## config.mk

```make
export PLATFORM = sky130hd
export DESIGN_NAME = icache_direct_flat
export DESIGN_NICKNAME = d
export VERILOG_FILES = /design/src/rtl/icache_direct_if.sv /design/src/rtl/icache_direct.sv /design/src/flat_wrapper.sv
export SDC_FILE = /design/constraint.sdc
export NUM_CORES = 1
export LEC_CHECK = 0
export BUFFER_PORTS_ARGS = -buffer_cell sky130_fd_sc_hd__clkbuf_2
export CORE_AREA = 2 2 200 349
export CTS_BUF_LIST = sky130_fd_sc_hd__clkbuf_4 sky130_fd_sc_hd__clkbuf_8
export DETAILED_ROUTE_END_ITERATION = 7
export DIE_AREA = 0 0 202 351
export PLACE_DENSITY = 0.78
export RECOVER_POWER = 100
export SKIP_CTS_REPAIR_TIMING = 1
export SLEW_MARGIN = 20
export SYNTH_ARGS = -nofsm -noshare
export SYNTH_HDL_FRONTEND = slang
export SYNTH_SLANG_ARGS = --single-unit
export TNS_END_PERCENT = 5
```

## constraint.sdc

```tcl
create_clock -name CLK -period 4.5 [get_ports CLK]
set_input_delay 0.45 -clock CLK [delete_from_list [all_inputs] [get_ports CLK]]
set_output_delay 0.45 -clock CLK [all_outputs]
set_load 0.01 [all_outputs]
```

## src/rtl/icache_direct_if.sv

```systemverilog
// Fetch-side (datapath) and memory-side signals of the direct-mapped instruction cache.
// The cache uses the slave view; the requester/memory model uses the master view.
interface icache_direct_if;
  logic        imemREN;
  logic [31:0] imemaddr;
  logic        iflush;
  logic        ihit;
  logic [31:0] imemload;
  logic        iREN;
  logic [31:0] iaddr;
  logic        iwait;
  logic [31:0] iload;

  modport slave (
    input  imemREN, imemaddr, iflush, iwait, iload,
    output ihit, imemload, iREN, iaddr
  );

  modport master (
    output imemREN, imemaddr, iflush, iwait, iload,
    input  ihit, imemload, iREN, iaddr
  );
endinterface

```

## src/rtl/icache_direct.sv

```systemverilog
// Direct-mapped, one-word-per-set instruction cache with a zero-latency hit path
// and a two-state IDLE/FETCH miss handler.
module icache_direct #(
  parameter int NSETS = 16
) (
  input  logic           CLK,
  input  logic           nRST,
  icache_direct_if.slave bus
);

  localparam int IB = $clog2(NSETS);
  localparam int TW = 30 - IB;

  typedef enum logic {IDLE = 1'b0, FETCH = 1'b1} state_t;

  state_t           state_q, state_d;
  logic [NSETS-1:0] valid_q, valid_d;
  logic [TW-1:0]    tag_q  [NSETS];
  logic [31:0]      data_q [NSETS];

  logic [IB-1:0] idx_s;
  logic [TW-1:0] tag_s;
  logic          hit_s;
  logic          fill_s;
  logic          unused_ok_s;

  assign idx_s       = bus.imemaddr[IB+1:2];
  assign tag_s       = bus.imemaddr[31:IB+2];
  assign unused_ok_s = ^bus.imemaddr[1:0];

  // Next-state, hit detection and fill decision; flush overrides everything
  always_comb begin
    state_d = state_q;
    valid_d = valid_q;
    hit_s   = 1'b0;
    fill_s  = 1'b0;
    case (state_q)
      IDLE: begin
        if (bus.imemREN && !bus.iflush && valid_q[idx_s] && (tag_q[idx_s] == tag_s)) begin
          hit_s = 1'b1;
        end else if (bus.imemREN) begin
          state_d = FETCH;
        end else begin
          state_d = IDLE;
        end
      end
      FETCH: begin
        // Fill completes whenever memory answers, even if the request was dropped
        if (!bus.iwait) begin
          fill_s  = 1'b1;
          state_d = IDLE;
        end else if (!bus.imemREN) begin
          state_d = IDLE;
        end else begin
          state_d = FETCH;
        end
      end
      default: state_d = IDLE;
    endcase
    if (bus.iflush) begin
      state_d = IDLE;
      valid_d = '0;
      fill_s  = 1'b0;
    end else if (fill_s) begin
      valid_d[idx_s] = 1'b1;
    end else begin
      valid_d = valid_q;
    end
  end

  assign bus.ihit     = hit_s;
  assign bus.imemload = hit_s ? data_q[idx_s] : 32'd0;
  assign bus.iREN     = (state_q == FETCH);
  assign bus.iaddr    = (state_q == FETCH) ? {bus.imemaddr[31:2], 2'b00} : 32'd0;

  // State and valid bits, cleared asynchronously so a pending fetch is dropped at once
  always_ff @(posedge CLK or negedge nRST) begin
    if (!nRST) begin
      state_q <= IDLE;
      valid_q <= '0;
    end else begin
      state_q <= state_d;
      valid_q <= valid_d;
    end
  end

  // Tag/data storage; contents are meaningless until the matching valid bit is set
  always_ff @(posedge CLK) begin
    if (fill_s) begin
      tag_q[idx_s]  <= tag_s;
      data_q[idx_s] <= bus.iload;
    end
  end

endmodule

```

## src/flat_wrapper.sv

```systemverilog
// flat-port wrapper written by rule: the top's interface ports become plain ports
module icache_direct_flat 
#(
  parameter int NSETS = 16
)
  (CLK, nRST, bus_imemREN, bus_imemaddr, bus_iflush, bus_iwait, bus_iload, bus_ihit, bus_imemload, bus_iREN, bus_iaddr);
  icache_direct_if bus_i ();
  input  logic CLK;
  input  logic nRST;
  input wire logic [$bits(bus_i.imemREN)-1:0] bus_imemREN;
  input wire logic [$bits(bus_i.imemaddr)-1:0] bus_imemaddr;
  input wire logic [$bits(bus_i.iflush)-1:0] bus_iflush;
  input wire logic [$bits(bus_i.iwait)-1:0] bus_iwait;
  input wire logic [$bits(bus_i.iload)-1:0] bus_iload;
  output wire logic [$bits(bus_i.ihit)-1:0] bus_ihit;
  output wire logic [$bits(bus_i.imemload)-1:0] bus_imemload;
  output wire logic [$bits(bus_i.iREN)-1:0] bus_iREN;
  output wire logic [$bits(bus_i.iaddr)-1:0] bus_iaddr;
  assign bus_i.imemREN = bus_imemREN;
  assign bus_i.imemaddr = bus_imemaddr;
  assign bus_i.iflush = bus_iflush;
  assign bus_i.iwait = bus_iwait;
  assign bus_i.iload = bus_iload;
  assign bus_ihit = bus_i.ihit;
  assign bus_imemload = bus_i.imemload;
  assign bus_iREN = bus_i.iREN;
  assign bus_iaddr = bus_i.iaddr;
  icache_direct #(.NSETS(NSETS)) u_core (.CLK(CLK), .nRST(nRST), .bus(bus_i));
endmodule
```

==> out/metrics.cfg <==
[run_status]
status = finished, violations left
violations = max-capacitance violations, max-slew violations

[yosys]
syn-mean-instance-area_um2 = 22.9
ys_seq_area_share_pct = 76.3
synth_top_area_share_pct = 75.2
yosys_warnings = 0
netlist_area_um2 = 37100
synth_cell_types = 53
ys.flop_type = edfxtp_1
synth.most_common_cell = edfxtp_1
ys_seq_elements = 945
synth_largest_area_cell = edfxtp_1
synth_edf_count = 928
async_flop_share_pct = 1.80
synth_area_leaders = edfxtp_1, mux4_2, dfrtp_1
synth_common_cells = edfxtp_1, mux4_2, mux2i_1, buf_2, and2_1
syn-instance-count = 1619

[layout]
design_area_um2 = 41200
nets = 1923
seq_area_um2 = 28300
multiInputGateArea_um2 = 8270
nFillCells = 4541
drive_gt1_share_pct = 31.0
fin_util_pct = 60.5
syn2layout_area_growth_pct = 11.3

[floorplan]
design.die.area_um2 = 70900
chipHeight_um = 351
core_area_um2 = 68200
initial_utilization_pct = 54.4
die_w_um = 202
floorplan.rows = 127
ios = 135

[critical_path]
worstSetupStartpointType = flip-flop
crit_path_max_incr_delay_ps = 740
reg2reg_depth = 6
slowest_stage = or4_2
r2r-start = u_core.bus.iREN
cp.required_ps = 4050
setup.worst_path.end = bus_imemload[9]
end_kind = primary output
worstPathMaxFanout = 31
reg2reg_to = u_core.data_q[12][21]
reg2reg_slack_ps = 390
path_buf_inv = 3
crit_chain = mux4_2 -> a32oi_1 -> buf_4 -> o21ai_1 -> nor3b_1 -> a21oi_1 -> or4_2 -> buf_12 -> nor3b_2 -> clkbuf_1
worstSetupPathType = reg -> out
worstPathArrival_ps = 3980
crit_cells = 10
crit_start = u_core.tag_q[12][17]
cp_top_family = simple AND/OR/NAND/NOR gates

[hold_path]
hp-class = in -> reg
hold_depth = 3

[global_routing]
grt_max_degree = 72
grt_first_pass_wirelength_um = 118000
grt_pass1_vias = 18700
antenna_found_initial = 5
grtUsageTotal_pct = 23.0
grt_overflow = 0

[run]
max_cap_violations = 1

[clock_network]
cts_tree = done
cts.sinks = 945
cts_buffer_depth = 3
path_clk_slew_ps = 70
clkLatencyLatePin_ps = 720
root_buffer = clkbuf_8
numCtsBuffers = 119
cts.htree.levels = 3

[placed_design]
hpwl_um = 45600
dp_slack_ps = 196
port_buffers = 130
post_dp_cell_area_um2 = 39300
finalWeightedCongestion = 0.838

[routing]
wirelength_um = 80800
viasPerCell = 6.23
vias = 17800
drtIter0Drc = 1995
drt_pass1_iterations = 5
avgRoutedWirePerCell_um = 28.3
drc_errors = 0
antenna_left = 0

[sta]
timing.fmax_mhz = 226
tns_ps = 0
worstMarginPinSlew_ps = 1600
slew_headroom_pct = -6.43
fin_crit_ps = 4430
timing.hold.ws_ps = 81.9
hold_viol = 0
slew_viol_final = 33
setup_slack_ps = 73.0
finalSetupViolations = 0
fin_crit_sh_pct = 98.4
rsz0062_at_grt = false
fin_worst_skew_ps = 38.1

[power_and_ir_drop]
peakVddDrop_mv = 0.229
cellLeakagePower_uw = 0.0129
p_per_area_nw_per_um2 = 394

worst min path at each step:
stage                     start            endpoint  slack, ps
floorplan                  nRST     u_core.bus.iREN        150
global placement           nRST  u_core.valid_q[13]        390
detailed placement         nRST   u_core.valid_q[5]        410
CTS                        nRST   u_core.valid_q[3]       -390
global route        bus_imemREN     u_core.bus.iREN         50
finish              bus_imemREN     u_core.bus.iREN         80
layer usage:
layer  track usage (%)  up-vias  part of all wire (%)
li1                  -     7323                     -
met1              29.5     9360                    37
met2              39.5      906                    52
met3              3.28      180                   6.9
met4              10.5        4                   4.3
met5                 0        -                 0.032
report_power, final:
group	internal, uW	total [uW]	leakage (uW)	switching, uW
combinational	359	843	0.00315	484
sequential	9680	9690	0.00858	4.77
clock	2790	5740	0.00116	2950
through the flow:
step	cells	power, uW
final	2855	16300
after CTS	2852	16400
after floorplan	1620	10400
after global placement	2635	10700
after global routing	2855	16700
after detailed placement	2635	10700
cells by family (layout without fill, tap and decap cells):
family	Yosys count	in the layout	synth area share [%]
DFF	945	945	76.3
muxes	317	317	17.6
and+or+nand+nor	134	134	2.54
buffers and inverters	120	450	1.58
AOI/OAI and AO/OA	79	79	1.41
xor gates and xnor gates	23	23	0.543
other	1	4	0.0101
layout by cell type (no fill, tap or decap), types with 4 or more instances in the layout:
cell        n
clkinv_1   44
and2_1      7
mux2_2     12
buf_4      27
clkinv_2   13
nor3b_1    11
nor2_1      9
o21ai_0     7
a21oi_1    10
clkbuf_2   56
mux4_2    266
nand2b_1    7
clkbuf_4   46
dfrtp_1    17
nor3b_2    25
nor2_4     13
edfxtp_1  928
mux2i_1    39
and2_0     25
nand2_1    12
nor2b_1     5
xor2_1      5
clkbuf_1   92
xnor2_1    18
buf_12     11
o21ai_1     4
o22ai_1    29
a22oi_1     5
nor3_1      4
inv_1      28
clkbuf_8  122
sequential cells by signal (all words and copies together), names as in the netlist:
name,cells
u_core.bus.iREN,1
u_core.data_q,512
u_core.tag_q,416
u_core.valid_q,16
cell type report:
| class | instances | area share, % |
|---|---|---|
| Clock inverter | 61 | 0.643 |
| Timing Repair Buffer | 204 | 2.98 |
| Tap cell | 903 | 2.74 |
| Sequential cell | 945 | 68.6 |
| Clock buffer | 156 | 4.69 |
| Inverter | 29 | 0.267 |
| Antenna cell | 2 | 0.0121 |
| Multi-Input combinational cell | 555 | 20.1 |
worst min-delay path, cell delays in order:
cell and delay (ps):
clkbuf_2 90, nor3b_1 130, o21a_1 100
Power figures use the tool's default switching activity.
